### src/rtl/mul_arbiter_if.sv
// ---------------------------------------------------------------------------
// mul_arbiter_if
// Purpose : bundles the requester-side and multiplier-side signals of the
//           shared-multiplier arbiter into one interface.
// Modports: slave  - the arbiter (consumes requests, drives the multiplier)
//           master - the environment (requesters plus multiplier model)
// Signals : req/req_a/req_b (requests, packed operands, slice i = requester i)
//           req_ack/res_valid/res_y/res_err (per-requester ack and result)
//           mul_a/mul_b/mul_trigger/mul_resetn (to multiplier)
//           mul_ready/mul_done/mul_y (from multiplier)
// ---------------------------------------------------------------------------
interface mul_arbiter_if #(
  parameter int C_WIDTH = 32,
  parameter int N_REQ   = 4
);
  logic [N_REQ-1:0]         req;
  logic [N_REQ*C_WIDTH-1:0] req_a;
  logic [N_REQ*C_WIDTH-1:0] req_b;
  logic [N_REQ-1:0]         req_ack;
  logic [N_REQ-1:0]         res_valid;
  logic [C_WIDTH-1:0]       res_y;
  logic                     res_err;
  logic [C_WIDTH-1:0]       mul_a;
  logic [C_WIDTH-1:0]       mul_b;
  logic                     mul_trigger;
  logic                     mul_ready;
  logic                     mul_done;
  logic [C_WIDTH-1:0]       mul_y;
  logic                     mul_resetn;

  modport slave (
    input  req, req_a, req_b, mul_ready, mul_done, mul_y,
    output req_ack, res_valid, res_y, res_err,
           mul_a, mul_b, mul_trigger, mul_resetn
  );

  modport master (
    output req, req_a, req_b, mul_ready, mul_done, mul_y,
    input  req_ack, res_valid, res_y, res_err,
           mul_a, mul_b, mul_trigger, mul_resetn
  );
endinterface

### src/rtl/mul_arbiter.sv
// ---------------------------------------------------------------------------
// mul_arbiter
// Purpose : round-robin arbiter sharing one external multiplier among N_REQ
//           requesters. One multiply is outstanding at a time:
//           IDLE -> ISSUE -> WAIT -> RESP -> IDLE.
// Ports   : ctl_clk - clock, rising edge
//           reset   - synchronous, active-high reset
//           bus     - mul_arbiter_if.slave (requests, results, multiplier)
// Options : MUL_ARB_TIMEOUT_EN - when defined, a multiply that does not
//           complete within 2*C_WIDTH+8 cycles of entering ISSUE is answered
//           with res_y = 0 and res_err = 1. Undefined: res_err is tied to 0
//           and WAIT lasts until mul_done.
// ---------------------------------------------------------------------------
module mul_arbiter #(
  parameter int C_WIDTH = 32,
  parameter int N_REQ   = 4
) (
  input  logic          ctl_clk,
  input  logic          reset,
  mul_arbiter_if.slave  bus
);
  localparam int IW = $clog2(N_REQ);

  typedef enum logic [1:0] {
    IDLE  = 2'd0,
    ISSUE = 2'd1,
    WAIT  = 2'd2,
    RESP  = 2'd3
  } state_t;

  state_t             state_q, state_d;
  logic [IW-1:0]      ptr_q, ptr_d;
  logic [IW-1:0]      grant_q, grant_d;
  logic [IW-1:0]      winner_s;
  logic [N_REQ-1:0]   grant_oh_s;
  logic [C_WIDTH-1:0] a_q, a_d, b_q, b_d;
  logic [C_WIDTH-1:0] res_y_q, res_y_d;
  logic [N_REQ-1:0]   req_ack_q, req_ack_d;
  logic [N_REQ-1:0]   res_valid_q, res_valid_d;
  logic               trigger_s;
  logic [C_WIDTH-1:0] slice_a_s [N_REQ];
  logic [C_WIDTH-1:0] slice_b_s [N_REQ];

`ifdef MUL_ARB_TIMEOUT_EN
  localparam int TO_LIMIT = 2 * C_WIDTH + 8;
  localparam int CNT_W    = $clog2(TO_LIMIT + 1);
  logic [CNT_W-1:0] cnt_q, cnt_d;
  logic             timeout_s;
  logic             res_err_q, res_err_d;
`endif

  // First requester at or after the round-robin pointer, searching upward
  // with wrap-around.
  function automatic logic [IW-1:0] rr_pick(input logic [N_REQ-1:0] req,
                                            input logic [IW-1:0]    ptr);
    logic [IW-1:0] pick;
    logic          found;
    int            idx;
    pick  = ptr;
    found = 1'b0;
    for (int k = 0; k < N_REQ; k++) begin
      idx = (int'(ptr) + k) % N_REQ;
      if (!found && req[IW'(idx)]) begin
        pick  = IW'(idx);
        found = 1'b1;
      end
    end
    return pick;
  endfunction

  for (genvar g = 0; g < N_REQ; g++) begin : g_slice
    assign slice_a_s[g] = bus.req_a[g*C_WIDTH +: C_WIDTH];
    assign slice_b_s[g] = bus.req_b[g*C_WIDTH +: C_WIDTH];
  end

  assign winner_s   = rr_pick(bus.req, ptr_q);
  assign grant_oh_s = N_REQ'(1) << grant_q;
  // Gated by reset so nothing is issued while reset is held.
  assign trigger_s  = (state_q == ISSUE) && bus.mul_ready && !reset;

`ifdef MUL_ARB_TIMEOUT_EN
  assign timeout_s = (cnt_q == CNT_W'(TO_LIMIT - 1));
`endif

  // Next-state, arbitration and datapath capture.
  always_comb begin
    state_d     = state_q;
    ptr_d       = ptr_q;
    grant_d     = grant_q;
    a_d         = a_q;
    b_d         = b_q;
    res_y_d     = res_y_q;
    req_ack_d   = '0;
    res_valid_d = '0;
`ifdef MUL_ARB_TIMEOUT_EN
    res_err_d   = 1'b0;
    if ((state_q == ISSUE) || (state_q == WAIT)) begin
      cnt_d = cnt_q + CNT_W'(1);
    end else begin
      cnt_d = '0;
    end
`endif
    case (state_q)
      IDLE: begin
        if (|bus.req) begin
          state_d   = ISSUE;
          grant_d   = winner_s;
          a_d       = slice_a_s[winner_s];
          b_d       = slice_b_s[winner_s];
          req_ack_d = N_REQ'(1) << winner_s;
          ptr_d     = (winner_s == IW'(N_REQ - 1)) ? '0 : winner_s + IW'(1);
        end else begin
          state_d = IDLE;
        end
      end
      ISSUE: begin
        if (trigger_s) begin
          state_d = WAIT;
        end
`ifdef MUL_ARB_TIMEOUT_EN
        else if (timeout_s) begin
          state_d     = RESP;
          res_y_d     = '0;
          res_err_d   = 1'b1;
          res_valid_d = grant_oh_s;
        end
`endif
        else begin
          state_d = ISSUE;
        end
      end
      WAIT: begin
        if (bus.mul_done) begin
          state_d     = RESP;
          res_y_d     = bus.mul_y;
          res_valid_d = grant_oh_s;
        end
`ifdef MUL_ARB_TIMEOUT_EN
        else if (timeout_s) begin
          state_d     = RESP;
          res_y_d     = '0;
          res_err_d   = 1'b1;
          res_valid_d = grant_oh_s;
        end
`endif
        else begin
          state_d = WAIT;
        end
      end
      RESP: begin
        // res_valid_q is high during this state; just return.
        state_d = IDLE;
      end
      default: begin
        state_d = IDLE;
      end
    endcase
  end

  // State and output registers, synchronous reset.
  always_ff @(posedge ctl_clk) begin
    if (reset) begin
      state_q     <= IDLE;
      ptr_q       <= '0;
      grant_q     <= '0;
      a_q         <= '0;
      b_q         <= '0;
      res_y_q     <= '0;
      req_ack_q   <= '0;
      res_valid_q <= '0;
`ifdef MUL_ARB_TIMEOUT_EN
      cnt_q       <= '0;
      res_err_q   <= 1'b0;
`endif
    end else begin
      state_q     <= state_d;
      ptr_q       <= ptr_d;
      grant_q     <= grant_d;
      a_q         <= a_d;
      b_q         <= b_d;
      res_y_q     <= res_y_d;
      req_ack_q   <= req_ack_d;
      res_valid_q <= res_valid_d;
`ifdef MUL_ARB_TIMEOUT_EN
      cnt_q       <= cnt_d;
      res_err_q   <= res_err_d;
`endif
    end
  end

  assign bus.req_ack     = req_ack_q;
  assign bus.res_valid   = res_valid_q;
  assign bus.res_y       = res_y_q;
  assign bus.mul_a       = reset ? '0 : a_q;
  assign bus.mul_b       = reset ? '0 : b_q;
  assign bus.mul_trigger = trigger_s;
  assign bus.mul_resetn  = ~reset;
`ifdef MUL_ARB_TIMEOUT_EN
  assign bus.res_err     = res_err_q;
`else
  assign bus.res_err     = 1'b0;
`endif
endmodule

### src/flat_wrapper.sv
// flat-port wrapper written by rule: the top's interface ports become plain ports
module mul_arbiter_flat 
#(
  parameter int C_WIDTH = 32,
  parameter int N_REQ   = 4
)
  (ctl_clk, reset, bus_req, bus_req_a, bus_req_b, bus_mul_ready, bus_mul_done, bus_mul_y, bus_req_ack, bus_res_valid, bus_res_y, bus_res_err, bus_mul_a, bus_mul_b, bus_mul_trigger, bus_mul_resetn);
  mul_arbiter_if #(.C_WIDTH(C_WIDTH), .N_REQ(N_REQ)) bus_i ();
  input  logic ctl_clk;
  input  logic reset;
  input wire logic [$bits(bus_i.req)-1:0] bus_req;
  input wire logic [$bits(bus_i.req_a)-1:0] bus_req_a;
  input wire logic [$bits(bus_i.req_b)-1:0] bus_req_b;
  input wire logic [$bits(bus_i.mul_ready)-1:0] bus_mul_ready;
  input wire logic [$bits(bus_i.mul_done)-1:0] bus_mul_done;
  input wire logic [$bits(bus_i.mul_y)-1:0] bus_mul_y;
  output wire logic [$bits(bus_i.req_ack)-1:0] bus_req_ack;
  output wire logic [$bits(bus_i.res_valid)-1:0] bus_res_valid;
  output wire logic [$bits(bus_i.res_y)-1:0] bus_res_y;
  output wire logic [$bits(bus_i.res_err)-1:0] bus_res_err;
  output wire logic [$bits(bus_i.mul_a)-1:0] bus_mul_a;
  output wire logic [$bits(bus_i.mul_b)-1:0] bus_mul_b;
  output wire logic [$bits(bus_i.mul_trigger)-1:0] bus_mul_trigger;
  output wire logic [$bits(bus_i.mul_resetn)-1:0] bus_mul_resetn;
  assign bus_i.req = bus_req;
  assign bus_i.req_a = bus_req_a;
  assign bus_i.req_b = bus_req_b;
  assign bus_i.mul_ready = bus_mul_ready;
  assign bus_i.mul_done = bus_mul_done;
  assign bus_i.mul_y = bus_mul_y;
  assign bus_req_ack = bus_i.req_ack;
  assign bus_res_valid = bus_i.res_valid;
  assign bus_res_y = bus_i.res_y;
  assign bus_res_err = bus_i.res_err;
  assign bus_mul_a = bus_i.mul_a;
  assign bus_mul_b = bus_i.mul_b;
  assign bus_mul_trigger = bus_i.mul_trigger;
  assign bus_mul_resetn = bus_i.mul_resetn;
  mul_arbiter #(.C_WIDTH(C_WIDTH), .N_REQ(N_REQ)) u_core (.ctl_clk(ctl_clk), .reset(reset), .bus(bus_i));
endmodule
### config.mk
export PLATFORM = sky130hd
export DESIGN_NAME = mul_arbiter_flat
export DESIGN_NICKNAME = d
export VERILOG_FILES = /design/src/rtl/mul_arbiter_if.sv /design/src/rtl/mul_arbiter.sv /design/src/flat_wrapper.sv
export SDC_FILE = /design/constraint.sdc
export NUM_CORES = 1
export LEC_CHECK = 0
export BUFFER_PORTS_ARGS = -buffer_cell sky130_fd_sc_hd__buf_2
export CORE_AREA = 5 5 153 155
export CTS_BUF_LIST = sky130_fd_sc_hd__clkbuf_4 sky130_fd_sc_hd__clkbuf_8
export CTS_CLUSTER_DIAMETER = 30
export DETAILED_ROUTE_END_ITERATION = 12
export DIE_AREA = 0 0 158 160
export SYNTH_ARGS = -nofsm -noshare
export SYNTH_HDL_FRONTEND = slang
export SYNTH_SLANG_ARGS = --single-unit
export TNS_END_PERCENT = 10
### constraint.sdc
create_clock -name ctl_clk -period 5.65 [get_ports ctl_clk]
set_clock_uncertainty 0.2 [all_clocks]
set_input_delay 0 -clock ctl_clk [delete_from_list [all_inputs] [get_ports ctl_clk]]
set_output_delay 0 -clock ctl_clk [all_outputs]
set_load 0.01 [all_outputs]
After elaboration in Yosys (flattened, before gate mapping)
Cells that the tools add are included.
{"block": "totals", "in_bits": 296, "output_inout_bits": 107, "wordCells": 75, "register_bits": 110}
{"block": "classes", "n_lt_le_gt_ge": 5, "n_shift": 2, "n_reduce_logical": 15, "eq_ne": 4, "mux": 31, "addsub": 4, "bitwise_logic": 6}
{"cell": "two-way mux 32 bit", "n": 6}
{"cell": "binary-select mux 32 bit (select 2 bit)", "n": 2}
{"cell": "< comparator 2 x 4 -> 1 bit (second input constant)", "n": 4}
{"cell": "two-way mux 1 bit", "n": 13}
{"cell": "two-way mux 2 bit", "n": 5}
{"cell": "binary-select mux 1 bit (select 2 bit)", "n": 4}
{"cell": "one-hot mux 2 bit (4 select lines)", "n": 1}
{"cell": "<< shifter 1 x 2 -> 4 bit (first input constant)", "n": 2}
{"cell": "equality test 2 bit (second input constant)", "n": 3}
{"cell": "OR reduction 3 bit", "n": 2}
{"cell": "logical AND 1 bit", "n": 5}
{"cell": "NOT 1 bit", "n": 5}
{"cell": "adder 2 x 1 -> 2 bit (second input constant)", "n": 2}
{"cell": "adder 2 bit (second input constant)", "n": 2}
{"cell": "zero test 1 bit", "n": 4}
{"cell": "AND reduction 2 bit", "n": 2}
{"cell": "OR reduction 4 bit", "n": 1}
{"cell": ">= comparator 3 bit (second input constant)", "n": 1}
{"cell": "NOT 2 -> 3 bit", "n": 1}
{"cell": "equality test 2 x 1 -> 1 bit (second input constant)", "n": 1}
{"cell": "zero test 2 bit", "n": 1}

Depth between registers and ports, before layout
Gate-level depths: netlist of run 1.
{"block": "logic_depth", "depth_word": 17, "mapped_depth": 8, "depth_no_buf": 6}

Least setup slack after synthesis of run 1
OpenSTA, ideal clock, no wires.
{"block": "synth_path", "kind": "register -> register", "start": "register u_core.ptr_q[1]", "end": "register u_core.a_q[0]", "setup_slack_ns": 3.644, "stages_incl_launch_ff": 9, "synth_period_minus_slack_ns": 2.006, "arrival_time_ns": 1.660, "required_ns": 5.303, "setup_ns": 0.147, "n_path_buf": 2, "path_cell_list": "dfxtp_1 -> nor3_1 -> nor4_2 -> or2_4 -> buf_12 -> buf_12 -> mux2_4 -> o22ai_2 -> a211oi_2"}
{"block": "synth_between", "elab_chain_len": 17, "elab_cells_between_ends": 31, "cone_classes": "add/sub: 3; mux: 21; bitwise: 1; reduce/logical: 6"}
{"item": "from (decl)", "line_no": "mul_arbiter.sv:32", "text": "logic [IW-1:0] ptr_q, ptr_d;"}
{"item": "from (signal assigned)", "line_no": "mul_arbiter.sv:177", "text": "ptr_q <= ptr_d;"}
{"item": "branches (longest 12 deep; another with adder 2 x 1 -> 2 bit)"}
{"item": "two-way mux 2 bit (*)", "line_no": "mul_arbiter.sv:63", "text": "if (!found && req[IW'(idx)]) begin"}
{"item": "NOT 2 -> 3 bit (implied by the code) (*)", "line_no": "mul_arbiter.sv:108", "text": "a_d = slice_a_s[winner_s];"}
{"item": "binary-select mux 32 bit (select 2 bit) (*)", "line_no": "mul_arbiter.sv:108"}
{"item": "two-way mux 32 bit (implied by the code) (*) (2 in a row)", "line_no": "mul_arbiter.sv:108"}
{"item": "to (signal assigned)", "line_no": "mul_arbiter.sv:166", "text": "a_q <= '0;"}
{"item": "to (signal assigned)", "line_no": "mul_arbiter.sv:179", "text": "a_q <= a_d;"}
{"item": "to (decl)", "line_no": "mul_arbiter.sv:36", "text": "logic [C_WIDTH-1:0] a_q, a_d, b_q, b_d;"}
Every way passes the cells marked *. The select of a mux whose other input is x is not followed.
A chain may end at the register's enable or synchronous reset.

Worst setup path in the final report of run 1
{"block": "layout_path", "start": "register u_core.ptr_q[0]", "end": "register u_core.a_q[5]"}
The elaborated chain is that of the path after synthesis.

==> results.py, run 1 <==
metrics = {
    "finish": {
        "finish.utilization_pct": 48.1,
        "area.growth.synth_to_final_pct": 62.1,
        "drive_gt1_share_pct": 46.3,
        "final_cell_area_um2": 10400,
        "multiInputGateArea_um2": 3860,
        "seqCellArea_um2": 2200,
        "fillers": 2055,
        "final_nets": 1534,
    },
    "timing": {
        "setup_viol": 0,
        "min_period_over_period_pct": 67.3,
        "rsz0062_at_grt": "no",
        "max_freq_ghz": 0.263,
        "hold_ws_ns": 0.0397,
        "finalSetupTns_ns": 0,
        "worst_pin_slew_ns": 0.825,
        "fin_crit_ns": 3.80,
        "hold_viol": 0,
        "slew_headroom_pct": 45.0,
        "slew_violations": 0,
    },
    "routing": {
        "wl_mm": 26.8,
        "vias": 7393,
        "postRouteAntennaNets": 0,
        "first_pass_iters": 5,
        "drcViolationCount": 0,
        "routedWlPerCell_um": 17.5,
        "viasPerCell": 4.84,
        "drt-initial-drc-count": 467,
    },
    "clocking": {
        "cts_tree": "done",
        "cts.sinks": 110,
        "cts-root-buf": "clkbuf_8",
        "cts_resized": 0,
        "htreeDepth": 3,
        "clockBufferDepth": 2,
        "cts_inserted_buffers": 9,
        "clk_pin_slew_worst_paths_ns": 0.11,
        "clock_latency_ns": 0.38,
    },
    "synthesis": {
        "synth.area.top_cells": "dfxtp_1, mux2_4, a211oi_2",
        "synth_ff_type": "dfxtp_1",
        "synth_top_area_share_pct": 34.2,
        "syn-mean-instance-area_um2": 9.06,
        "netlist_top_cells_count": "dfxtp_1, nor2_1, nand2_1",
        "ys_seq_elements": 110,
        "syn_area_um2": 6440,
        "ys_seq_area_share_pct": 34.2,
        "yosysMostFrequentCell": "dfxtp_1",
        "synthArstFlopShare_pct": 0,
        "yosysWarnings": 0,
        "synth_edf_count": 0,
        "synth_cells": 711,
        "post-synth-top-area-cell": "dfxtp_1",
        "synth.distinct_cells": 42,
        "syn_nets": 1007,
    },
    "run_status": {
        "status": "finished clean",
    },
    "floorplan": {
        "dieArea_um2": 25300,
        "fp.dieW_um": 158,
        "core_area_um2": 21700,
        "io_pins": 403,
        "start_util_pct": 29.7,
        "fp.dieH_um": 160,
        "placementRows": 54,
    },
    "worst_setup_path": {
        "cp.depth": 9,
        "crit_required_ns": 5.72,
        "worstSetupEndpointType": "flop",
        "crit_arrival_ns": 3.87,
        "path_class": "flop to flop",
        "reg2reg_depth": 9,
        "path_max_fanout": 26,
        "cp-start-kind": "flop",
        "crit_path_cell_trace": "nor2b_1 > nor4_2 > or2_4 > buf_4 > mux2_4 > o22ai_2 > dlygate4sd3_1 > a211oi_2 > dlygate4sd3_1",
        "reg2reg_slack_ns": 1.85,
        "crit_top_cell": "dlygate4sd3_1",
        "worst-path-buf-inv": 3,
        "cpLargestDelayFamily": "buffers and inverters",
        "critical_path.max_stage_delay_ns": 0.59,
        "cpMaxStageDelayCell": "dlygate4sd3_1",
    },
    "power": {
        "powerDensity_nw_per_um2": 243,
        "peakVddDrop_mv": 0.118,
        "leakagePower_nw": 4.83,
        "p_total_mw": 2.54,
    },
    "placed_design": {
        "placed_area_um2": 8520,
        "port_buffers": 401,
        "hpwl_mm": 18.1,
        "place.gp.congestion": 0.836,
    },
    "hold_path": {
        "hp-class": "primary input to flop",
        "hold_depth": 4,
    },
    "run": {
        "cap_violations": 0,
    },
    "global_routing": {
        "grt_pass1_wl_mm": 40.2,
        "grt_pass1_vias": 7564,
        "grt_antenna_before_repair": 5,
        "track_usage_pct": 19.9,
        "grt_max_degree": 123,
        "overflow": 0,
    },
}
## metal layers
layer | GRT usage [%] | part of all wire [%] | up-vias
li1 | - | - | 3599
met1 | 23.7 | 40 | 3423
met2 | 34.2 | 49 | 327
met3 | 4.71 | 8.4 | 44
met4 | 7.99 | 2.8 | 0
met5 | 0 | 0 | -
## cell families (layout without fill, tap and decap cells)
family,Yosys count,after routing,share of synthesized area [%]
multiplexers,64,64,13.4
buffers and inverters,70,602,6.12
flip-flops,110,110,34.2
other,1,6,0.0582
AND/OR/NAND/NOR,229,229,17.1
AO/OA/AOI/OAI,237,237,29.2
## layout by cell type, fill, tap and decap left out, types with 2 or more instances in the layout
master / count
a211o_1: 2
a211oi_1: 25
a211oi_2: 38
a21oi_1: 36
buf_2: 400
buf_4: 9
clkbuf_8: 9
clkinvlp_4: 3
dfxtp_1: 110
diode_2: 5
dlygate4sd3_1: 173
inv_1: 2
inv_8: 2
mux2_2: 25
mux2_4: 38
nand2_1: 68
nand3_1: 2
nor2_1: 75
nor2b_1: 67
nor3_1: 3
nor4_1: 2
o21ai_0: 65
o22ai_1: 25
o22ai_2: 38
## per-stage QoR
step | worst slack [ns] | std cells
CTS | 1.86 | 1523
global route | 1.66 | 1528
floorplan | 3.64 | 711
finish | 1.85 | 1528
detailed placement | 2.95 | 1334
global placement | 2.96 | 1334
## worst register-to-register path: stages (launching register included)
cell and delay (ns):
dfxtp_1 0.39, nor2b_1 0.09, nor4_2 0.31, or2_4 0.51, buf_4 0.49, mux2_4 0.35, o22ai_2 0.10, dlygate4sd3_1 0.59
a211oi_2 0.07, dlygate4sd3_1 0.58
## state kept, by name, summed over array words and instances (netlist names)
name                  cells
u_core.a_q               32
u_core.b_q               32
u_core.bus.req_ack        4
u_core.bus.res_valid      4
u_core.bus.res_y         32
u_core.grant_q            2
u_core.ptr_q              2
u_core.state_q            2
## layout make-up
cell class              count  area share, %
well taps                 280           3.35
repair buffers            583           36.6
flip-flops and latches    110           21.1
diodes                      5          0.120
clock inverters             7          0.563
clock buffers               9           1.19
multi-input cells         531           37.0
inverters                   3          0.108
## worst paths after layout
path	from	to
min	bus_req[3]	u_core.grant_q[1]
max reg2reg	u_core.ptr_q[0]	u_core.a_q[5]
min reg2reg	u_core.bus.res_y[26]	u_core.bus.res_y[26]
max	u_core.ptr_q[0]	u_core.a_q[5]
## where the power goes
group | total (mW) | internal, mW | leakage, nW | switching [mW]
combinational | 1.13 | 0.586 | 3.83 | 0.548
sequential | 0.929 | 0.881 | 0.906 | 0.0489
clock | 0.476 | 0.167 | 0.0853 | 0.309
total | 2.54 | 1.63 | 4.83 | 0.906
## repair_timing
item	CTS	global route
endpoints found under the hold margin	100	0
setup buffers	0	0
hold buffers	173	0
No activity file was read; power rests on OpenSTA's default activity.
==> inputs of run 2 (changes only) <==
Settings changed: ABC_AREA set to 1, CORE_AREA 5 5 153 155 to 5 5 154 156, DIE_AREA 0 0 158 160 to 0 0 159 161.
Clock period 5.65 ns to 3.7 ns, I/O delays scaled along.
==> run 2 against run 1 <==
Against the previous run: area after synthesis is 18% higher; flip-flop and latch count stayed put; worst setup slack worse by 1.6 ns; combinational power increased to 5.5 times the previous value; synthesized cell count rose by 87%; critical path type unchanged.
==> results.py, run 2 <==
metrics = {
    "run_status": {
        "status": "finished clean",
    },
    "worst_setup_path": {
        "worstSetupEndpointType": "flop",
        "crit_top_cell": "nand2_1",
        "cpMaxStageDelayCell": "dfxtp_1",
        "critical_path.max_stage_delay_ns": 0.57,
        "rr_startpoint": "u_core.ptr_q[0]",
        "reg2reg_slack_ns": 0.25,
        "cpLargestDelayFamily": "simple AND/OR/NAND/NOR gates",
        "endpoint": "u_core.b_q[2]",
        "path_class": "flop to flop",
        "worst-path-buf-inv": 3,
        "cp.depth": 16,
        "r2r_end": "u_core.b_q[2]",
        "crit_start": "u_core.ptr_q[0]",
        "cp-start-kind": "flop",
        "crit_required_ns": 3.84,
        "crit_arrival_ns": 3.59,
        "reg2reg_depth": 16,
        "path_max_fanout": 129,
        "crit_path_cell_trace": "inv_2 > nand2_1 > nand3_1 > nand2_1 > nand2_2 > nor2_4 > nand2_2 > nand2_4 > buf_16 > nand2_1 > nand2_1 > nand2_1 > nand2_1 > nor2_1 > dlygate4sd3_1 > nor2_1",
    },
    "global_routing": {
        "grt_pass1_wl_mm": 49.3,
        "grt_antenna_before_repair": 4,
        "grt_pass1_vias": 10100,
        "track_usage_pct": 22.8,
        "grt_max_degree": 130,
        "overflow": 0,
    },
    "timing": {
        "setup_viol": 0,
        "min_period_over_period_pct": 93.4,
        "hold_viol": 0,
        "worst_pin_slew_ns": 0.908,
        "slew_violations": 0,
        "fin_crit_ns": 3.45,
        "rsz0062_at_grt": "no",
        "max_freq_ghz": 0.290,
        "finalSetupTns_ns": 0,
        "slew_headroom_pct": 39.1,
    },
    "clocking": {
        "htreeDepth": 3,
        "clockBufferDepth": 2,
        "cts-root-buf": "clkbuf_8",
        "cts_tree": "done",
        "cts.sinks": 110,
        "post-cts-setup-buffers": 0,
        "cts_inserted_buffers": 9,
        "clk_pin_slew_worst_paths_ns": 0.12,
        "clock_latency_ns": 0.38,
    },
    "placed_design": {
        "port_buffers": 401,
        "place.gp.congestion": 0.877,
        "hpwl_mm": 21.3,
        "place_inst": 1934,
    },
    "floorplan": {
        "core_area_um2": 22200,
        "start_util_pct": 34.1,
        "io_pins": 403,
        "dieArea_um2": 25600,
        "fp.dieH_um": 161,
        "fp.dieW_um": 159,
        "placementRows": 55,
    },
    "routing": {
        "drt-initial-drc-count": 797,
        "postRouteAntennaNets": 0,
        "vias": 10100,
        "first_pass_iters": 6,
        "wl_mm": 30.8,
        "drcViolationCount": 0,
        "viasPerCell": 4.70,
        "routedWlPerCell_um": 14.3,
    },
    "synthesis": {
        "ys_seq_area_share_pct": 29.1,
        "yosysWarnings": 0,
        "synth_xor_area_share_pct": 0,
        "post-synth-top-area-cell": "dfxtp_1",
        "synth_cells": 1330,
        "ys_seq_elements": 110,
        "synth_top_family_by_area": "simple AND/OR/NAND/NOR gates",
        "synth_top_area_share_pct": 29.1,
        "netlist_top_cells_count": "nand2_1, inv_1, nand3_1",
        "syn-mean-instance-area_um2": 5.70,
        "synthArstFlopShare_pct": 0,
        "synthMuxAreaShare_pct": 0,
        "synth_ff_type": "dfxtp_1",
        "synth_simple_gate_area_share_pct": 43.6,
        "synth_compound_area_share_pct": 8.85,
        "yosysMostFrequentCell": "nand2_1",
        "synth.distinct_cells": 26,
        "syn_area_um2": 7580,
        "synth_edf_count": 0,
        "synth-adder-area-share_pct": 0,
        "synth.area.top_cells": "dfxtp_1, nand2_1, nand3_1",
        "syn_nets": 1626,
    },
    "finish": {
        "final_nets": 2157,
        "area.growth.synth_to_final_pct": 55.6,
        "most-common-layout-cells": "buf_2, nand2_1, inv_1",
        "final_common_cell": "buf_2",
        "drive_gt1_share_pct": 24.6,
        "fillers": 2242,
        "fin_cells": 2155,
    },
    "run": {
        "cap_violations": 0,
    },
    "power": {
        "leakagePower_nw": 6.62,
        "powerDensity_nw_per_um2": 738,
        "peakVddDrop_mv": 0.643,
    },
    "hold_path": {
        "hp-class": "primary input to flop",
    },
}
## run 2: cells by family after synthesis
logic type             after synthesis
AOI/OAI and AO/OA                  133
buffers and inverters              312
DFF                                110
other                                1
and+or+nand+nor                    774
## run 2: report_power, final
part	switching (mW)	internal, mW
sequential	0.105	1.51
clock	0.458	0.345
combinational	3.66	2.62
## run 2: how the worst min path moves through the flow
stage                  startpoint                    to  slack [ns]  cells past startpoint
floorplan           bus_mul_ready       bus_mul_trigger       -0.04                      2
global placement    bus_mul_y[29]  u_core.bus.res_y[29]        0.08                      3
detailed placement   bus_mul_y[8]   u_core.bus.res_y[8]        0.09                      3
CTS                 bus_mul_y[29]  u_core.bus.res_y[29]        0.21                      4
global route        bus_mul_y[24]  u_core.bus.res_y[24]        0.25                      4
finish               bus_mul_y[4]   u_core.bus.res_y[4]        0.23                      4
## run 2: per-layer routing
metal / global-route usage, % / routed length [um]
met5: 0 / 0
met1: 26.4 / 12600
met3: 4.80 / 2220
met4: 8.26 / 877
met2: 41.5 / 15100
## run 2: worst register-to-register path, stage by stage, from the launching register on
cell and delay (ns):
dfxtp_1 0.57, inv_2 0.17, nand2_1 0.13, nand3_1 0.07
nand2_1 0.17, nand2_2 0.11, nor2_4 0.13, nand2_2 0.11
nand2_4 0.14, buf_16 0.35, nand2_1 0.34, nand2_1 0.10
nand2_1 0.05, nand2_1 0.08, nor2_1 0.05, dlygate4sd3_1 0.55
nor2_1 0.08
## run 2: repair_timing
action                     in CTS  in global routing
setup endpoints to repair       0                 37
hold buffers                  201                  0
gates resized for setup         0                  5
hold endpoints to repair      102                  0
## run 2: layout make-up
cell class | count | area (um^2) | share of cell area, %
clock buffer | 10 | 138 | 1.17
timing repair buffer | 618 | 4200 | 35.7
multi-input combinational | 908 | 4000 | 33.9
inverter | 214 | 806 | 6.84
sequential | 110 | 2200 | 18.7
antenna | 4 | 10.0 | 0.0849
tap | 285 | 357 | 3.03
clock inverter | 6 | 75.1 | 0.637
## run 2: through the flow
| stage | area (um^2) | setup slack [ns] | hold slack [ns] | utilization [%] | total power [mW] |
|---|---|---|---|---|---|
| after floorplan | 7580 | 1.67 | -0.0388 | - | 5.65 |
| after global placement | 9530 | 0.860 | 0.0811 | 42.9 | 6.64 |
| after detailed placement | 9530 | 0.821 | 0.0898 | 42.9 | 6.65 |
| after CTS | 11800 | 0.265 | 0.209 | 52.9 | 8.63 |
| after global routing | 11800 | 0.00418 | 0.245 | 53.0 | 9.51 |
| final | 11800 | 0.246 | 0.228 | 53.0 | 8.69 |
